## config.mk

```make
export PLATFORM = sky130hd
export DESIGN_NAME = db_line_server_flat
export DESIGN_NICKNAME = d
export VERILOG_FILES = /design/src/rtl/db_line_server_if.sv /design/src/rtl/db_line_server.sv /design/src/flat_wrapper.sv
export SDC_FILE = /design/constraint.sdc
export NUM_CORES = 2
export LEC_CHECK = 0
export ABC_AREA = 1
export BUFFER_PORTS_ARGS = -buffer_cell sky130_fd_sc_hd__clkbuf_2
export CORE_AREA = 3 3 426 428
export CTS_BUF_LIST = sky130_fd_sc_hd__clkbuf_4 sky130_fd_sc_hd__clkbuf_8
export DETAILED_ROUTE_END_ITERATION = 8
export DIE_AREA = 0 0 429 431
export PLACE_DENSITY_LB_ADDON = 0.12
export SLEW_MARGIN = 20
export SYNTH_ARGS = -nofsm -noshare
export SYNTH_HDL_FRONTEND = slang
export SYNTH_SLANG_ARGS = --single-unit
export TNS_END_PERCENT = 10
```

## constraint.sdc

```tcl
create_clock -name clk -period 3.7 [get_ports clk]
set_input_delay 0.555 -clock clk [delete_from_list [all_inputs] [get_ports clk]]
set_output_delay 0.555 -clock clk [all_outputs]
set_load 0.02 [all_outputs]
```

## src/rtl/db_line_server_if.sv

```systemverilog
// db_line_server_if: load request / line return handshake between the
// seed-extension FSM (master) and the database line server (slave).
`default_nettype none

interface db_line_server_if;
  logic         load;
  logic [31:0]  addrIn;
  logic         dbReload;
  logic         loadDone;
  logic         dataValid;
  logic [511:0] dbData;
  logic         addrErr;

  modport master (
    output load, addrIn, dbReload,
    input  loadDone, dataValid, dbData, addrErr
  );

  modport slave (
    input  load, addrIn, dbReload,
    output loadDone, dataValid, dbData, addrErr
  );
endinterface

`default_nettype wire

```

## src/rtl/db_line_server.sv

```systemverilog
// ==== db_line_server : bit-address to 512-bit line fetch with one-line hit buffer (rev 1.0) ====
`default_nettype none

module db_line_server #(
  parameter int MEM_LAT  = 2,
  parameter int DB_LINES = 4096,
  parameter int LINE_AW  = 12
) (
  input  logic               clk,
  input  logic               rst,
  db_line_server_if.slave    bus,
  output logic               memRdEn,
  output logic [LINE_AW-1:0] memRdAddr,
  input  logic [511:0]       memRdData,
  output logic [15:0]        reqCount
);

  localparam int CNT_W = $clog2(MEM_LAT + 1);

  typedef enum logic [2:0] {
    S_IDLE  = 3'd0,
    S_ACK   = 3'd1,
    S_FETCH = 3'd2,
    S_DATA  = 3'd3,
    S_REARM = 3'd4
  } state_t;

  state_t       state;
  logic [22:0]  line_q;
  logic         path_err;
  logic         path_hit;
  logic [CNT_W-1:0] fetch_cnt;

  logic         buf_valid;
  logic [22:0]  buf_tag;
  logic [511:0] buf_data;

  logic         load_done_q;
  logic         data_valid_q;
  logic         addr_err_q;
  logic [511:0] db_data_q;

  logic [22:0]  new_line;
  logic         new_err;
  logic         new_hit;
  logic         unused_offset;

  assign new_line      = bus.addrIn[31:9];
  assign new_err       = 32'(new_line) >= 32'(DB_LINES);
  assign new_hit       = buf_valid && (buf_tag == new_line) && !bus.dbReload;
  assign unused_offset = ^bus.addrIn[8:0];

  assign bus.loadDone  = load_done_q;
  assign bus.dataValid = data_valid_q;
  assign bus.addrErr   = addr_err_q;
  assign bus.dbData    = db_data_q;

  always_ff @(posedge clk) begin
    if (!rst) begin
      state        <= S_IDLE;
      line_q       <= '0;
      path_err     <= 1'b0;
      path_hit     <= 1'b0;
      fetch_cnt    <= '0;
      buf_valid    <= 1'b0;
      buf_tag      <= '0;
      buf_data     <= '0;
      load_done_q  <= 1'b0;
      data_valid_q <= 1'b0;
      addr_err_q   <= 1'b0;
      db_data_q    <= '0;
      memRdEn      <= 1'b0;
      memRdAddr    <= '0;
      reqCount     <= '0;
    end else begin
      load_done_q  <= 1'b0;
      data_valid_q <= 1'b0;
      addr_err_q   <= 1'b0;
      memRdEn      <= 1'b0;

      // A reload drops the buffer; a fill completing on this same edge overrides it below.
      if (bus.dbReload) begin
        buf_valid <= 1'b0;
      end

      case (state)
        S_IDLE: begin
          if (bus.load) begin
            line_q      <= new_line;
            path_err    <= new_err;
            path_hit    <= !new_err && new_hit;
            reqCount    <= reqCount + 16'd1;
            load_done_q <= 1'b1;
            fetch_cnt   <= CNT_W'(1);
            if (!new_err && !new_hit) begin
              memRdEn   <= 1'b1;
              memRdAddr <= new_line[LINE_AW-1:0];
            end
            state <= S_ACK;
          end
        end

        S_ACK: begin
          if (path_err) begin
            db_data_q    <= '0;
            data_valid_q <= 1'b1;
            addr_err_q   <= 1'b1;
            state        <= S_DATA;
          end else if (path_hit && !bus.dbReload) begin
            db_data_q    <= buf_data;
            data_valid_q <= 1'b1;
            state        <= S_DATA;
          end else if (path_hit) begin
            // Reload landed while acknowledging a hit: refetch instead of serving stale data.
            memRdEn   <= 1'b1;
            memRdAddr <= line_q[LINE_AW-1:0];
            fetch_cnt <= CNT_W'(1);
            state     <= S_FETCH;
          end else begin
            state <= S_FETCH;
          end
        end

        S_FETCH: begin
          if (fetch_cnt == CNT_W'(MEM_LAT)) begin
            db_data_q    <= memRdData;
            buf_data     <= memRdData;
            buf_tag      <= line_q;
            buf_valid    <= 1'b1;
            data_valid_q <= 1'b1;
            state        <= S_DATA;
          end else begin
            fetch_cnt <= fetch_cnt + CNT_W'(1);
          end
        end

        S_DATA: begin
          state <= bus.load ? S_REARM : S_IDLE;
        end

        S_REARM: begin
          if (!bus.load) begin
            state <= S_IDLE;
          end
        end

        default: state <= S_IDLE;
      endcase
    end
  end

endmodule

`default_nettype wire

```

## src/flat_wrapper.sv

```systemverilog
// flat-port wrapper written by rule: the top's interface ports become plain ports
module db_line_server_flat 
#(
  parameter int MEM_LAT  = 2,
  parameter int DB_LINES = 4096,
  parameter int LINE_AW  = 12
)
  (clk, rst, memRdEn, memRdAddr, memRdData, reqCount, bus_load, bus_addrIn, bus_dbReload, bus_loadDone, bus_dataValid, bus_dbData, bus_addrErr);
  db_line_server_if bus_i ();
  input  logic clk;
  input  logic rst;
  output logic memRdEn;
  output logic [LINE_AW-1:0] memRdAddr;
  input  logic [511:0] memRdData;
  output logic [15:0] reqCount;
  input wire logic [$bits(bus_i.load)-1:0] bus_load;
  input wire logic [$bits(bus_i.addrIn)-1:0] bus_addrIn;
  input wire logic [$bits(bus_i.dbReload)-1:0] bus_dbReload;
  output wire logic [$bits(bus_i.loadDone)-1:0] bus_loadDone;
  output wire logic [$bits(bus_i.dataValid)-1:0] bus_dataValid;
  output wire logic [$bits(bus_i.dbData)-1:0] bus_dbData;
  output wire logic [$bits(bus_i.addrErr)-1:0] bus_addrErr;
  assign bus_i.load = bus_load;
  assign bus_i.addrIn = bus_addrIn;
  assign bus_i.dbReload = bus_dbReload;
  assign bus_loadDone = bus_i.loadDone;
  assign bus_dataValid = bus_i.dataValid;
  assign bus_dbData = bus_i.dbData;
  assign bus_addrErr = bus_i.addrErr;
  db_line_server #(.MEM_LAT(MEM_LAT), .DB_LINES(DB_LINES), .LINE_AW(LINE_AW)) u_core (.clk(clk), .rst(rst), .bus(bus_i), .memRdEn(memRdEn), .memRdAddr(memRdAddr), .memRdData(memRdData), .reqCount(reqCount));
endmodule
```

==> run_results.csv <==
group,metric,value,unit
critical_path,critPathMaxStageDelay,850,ps
detailed_routing,drt-total-wl,196,mm
critical_path,worstReg2RegEnd,"u_core.buf_data[69]",
detailed_routing,firstDrtPassIters,7,
global_routing,grt_util_met3,4.68,%
floorplanning,num_io_pins,1092,
detailed_routing,ant_nets,0,
critical_path,required,4570,ps
cells_and_area,drive_gt1_share,21.6,%
synth,synth_seq_cells,1110,
sta,rsz0062_at_grt,"no",
cells_and_area,nets,7642,
pwr,finalPower,31600,µW
global_routing,antenna_found_initial,30,
sta,finalSetupTns,0,ps
floorplanning,dieArea,185000,µm²
sta,skew,65.6,ps
place,dp_hpwl,126,mm
sta,hold_viol_final,0,
pwr,p_clk_share,41.1,%
global_routing,grt_start_max_net_pins,211,
critical_path,cp-start-kind,"flip-flop",
cts,cts_post_setup_buffers_inserted,0,
cts,clk_pin_slew,60,ps
hold_path,hp-start,"memRdData[435]",
pwr,p_sw_share,31.3,%
pwr,irDropWorstVdd,331,µV
global_routing,use_met2,33.5,%
hold_path,hold_depth,4,
hold_path,min_to,"u_core.buf_data[435]",
critical_path,path_max_fanout,192,
cts,h-tree-depth,4,
sta,relSlewSlack,17.4,%
floorplanning,initial_core_util,25.1,%
global_routing,grt_usage,20.2,%
sta,max_freq,351,MHz
place,io_buffers,1082,
synth,synthTopCellsByArea,"dfxtp_1 (50%), nand3_1 (11%), a311oi_1 (9.3%)",
detailed_routing,drtIter0Drc,3028,
sta,setup_viol,0,
synth,synth_most_common_cell,"dfxtp_1",
cts,cts_resized,0,
floorplanning,die_width,429,µm
synth,yosysSeqAreaShare,49.8,%
detailed_routing,drc,0,
global_routing,grt-busiest-layer,"met2",
global_routing,met1_usage,25.1,%
critical_path,reg2reg_slack,860,ps
cts,cts_buffers,207,
synth,synthesis.nets,6302,
pwr,leakagePower,0.0225,µW
detailed_routing,vias,46400,
detailed_routing,vias_per_cell,4.81,
place,gp_congestion,0.824,
hold_path,min_path_type,"primary input to flip-flop",
critical_path,critPathLaunch,"u_core.state[2]",
pwr,p_int,21700,µW
cts,cts_tree,"built",
critical_path,critPathKind,"flip-flop to flip-flop",
global_routing,first_global_vias,43900,
run_status,status,"finished, final reports clean",
global_routing,grt-ovfl-total,0,
synth,avgSynthCellArea,7.76,µm²
synth,ys_types,29,
flow_run,maxCapViolCount,0,
critical_path,worstPathCellList,"nor3_4 -> nand2_4 -> buf_12 -> buf_4 -> nand2_1 -> a21oi_1",
pwr,power_density,510,nW/µm²
synth,synth_cells,5752,
cells_and_area,area_growth,38.8,%
pwr,p_seq_share,40.9,%
synth,ys_warn_count,0,
synth,synthArstFlopShare,0,%
cts,clockBufferDepth,3,
sta,fin_crit_sh,76.9,%
synth,synth_common_cells,"dfxtp_1 (1110), nand2_1 (1073), nand3_1 (967)",
floorplanning,die_y,431,µm
sta,min_period,2840,ps
pwr,p_switching,9880,µW
critical_path,r2r_start,"u_core.state[2]",
critical_path,worstPathArrival,3720,ps
cts,clock-sinks,1110,
pwr,power_frac_comb,18.0,%
detailed_routing,wl_per_cell,20.3,µm
synth,synthFlopType,"dfxtp_1",
cts,root_buffer,"clkbuf_8",
critical_path,cp_slowest_cell,"buf_4",
synth,yosys.area.top_type_share,49.8,%
floorplanning,coreArea,178000,µm²
floorplanning,row_count,155,
sta,tightestPinTransition,1240,ps
synth,yosysTopAreaCell,"dfxtp_1",
cts,clock_latency,990,ps
global_routing,grt_pass1_wl,291,mm
synth,synth_edf_count,0,
sta,finalMaxSlewViolations,0,
critical_path,endpoint_kind,"flip-flop",
synth,synth_area,44700,µm²
critical_path,reg2reg_depth,6,
## cells by family (layout without fill, tap and decap cells)
| logic type | count (synthesis) | after routing | share of synthesized area, % |
|---|---|---|---|
| flops | 1110 | 1110 | 49.8 |
| compound gates | 1330 | 1330 | 18.9 |
| buf+inv | 726 | 2236 | 6.63 |
| xor+xnor | 6 | 6 | 0.118 |
| simple gates | 2578 | 2578 | 24.5 |
| fa+ha+maj | 2 | 2 | 0.0560 |
| other cells | 0 | 27 | 0 |
## metrics by stage
| stage | cells | util [%] | instance area, µm² | setup WS [ps] | hold slack [ps] |
|---|---|---|---|---|---|
| final | 9644 | 34.8 | 62000 | 855 | 388 |
| after global routing | 9640 | 34.8 | 61900 | 646 | 316 |
| after CTS | 9616 | 34.7 | 61900 | 843 | 3.74 |
| after detailed placement | 8700 | 29.2 | 52000 | 855 | 441 |
| after global placement | 8700 | 29.2 | 52000 | 889 | 434 |
| after floorplan | 5752 | - | 44700 | 1910 | 424 |
## worst max-delay path: cells and delay by family (launching register included)
family,cells,cell delay [ps]
DFF,1,500
buffers and inverters,2,1550
AOI/OAI and AO/OA,1,160
and+or+nand+nor,3,340
## timing repair
| item | CTS | global route |
|---|---|---|
| endpoints found under the hold margin | 1063 | 1 |
| hold buffers | 537 | 1 |
| setup endpoints to repair | 0 | 0 |
## metal layers
layer  up-vias  wire length, µm
met5         -                7
met4         2             8060
met3       356            11000
met2      1347            92600
met1     21800            83800
li1      22900                -
## power by group through the flow
stage / Sequential [µW] / Clock (µW) / Combinational (µW)
final: 12900 / 13000 / 5700
after global routing: 13000 / 14000 / 6190
after CTS: 12900 / 13400 / 5780
after detailed placement: 13200 / 0 / 5230
after global placement: 13100 / 0 / 5230
after floorplan: 13700 / 0 / 2430
## how the worst max path moves through the flow
| stage | end | slack [ps] |
|---|---|---|
| 6_report | u_core.buf_data[69] | 860 |
| 3_3_place_gp | u_core.buf_data[505] | 890 |
| 3_5_place_dp | u_core.buf_data[500] | 860 |
| 5_1_grt | u_core.buf_data[77] | 650 |
| 4_1_cts | u_core.buf_data[500] | 840 |
| 2_1_floorplan | u_core.reqCount[6] | 1910 |
## flip-flops by register name, summed over array words and instances, names as in the netlist, 2 cells and up
| register | flops |
|---|---|
| u_core.line_q | 23 |
| u_core.fetch_cnt | 2 |
| u_core.state | 3 |
| u_core.bus.dbData | 512 |
| u_core.reqCount | 16 |
| u_core.buf_data | 512 |
| u_core.memRdAddr | 12 |
| u_core.buf_tag | 23 |
## cell usage in the layout (no fill, tap or decap), types with 47 or more instances in the layout
cell	synthesis	layout
dfxtp_1	1110	1110
clkbuf_2	0	1081
nand2_1	1073	1071
nand3_1	967	967
a21oi_1	628	628
dlygate4sd3_1	0	538
nor2_1	514	514
a311oi_1	472	472
clkbuf_8	0	261
o21ai_0	224	224
inv_1	132	132
clkbuf_4	0	99
buf_4	1	54
buf_12	0	47
## area by class of cell
cell class	instances	area, µm²
Timing Repair Buffer	1720	12100
Clock inverter	19	203
Tap cell	2355	2950
Inverter	137	537
Sequential cell	1110	22200
Clock buffer	360	4340
Fill cell	19100	116000
Multi-Input combinational cell	3916	19500
Antenna cell	27	67.6
No activity file was read; power rests on OpenSTA's default activity.
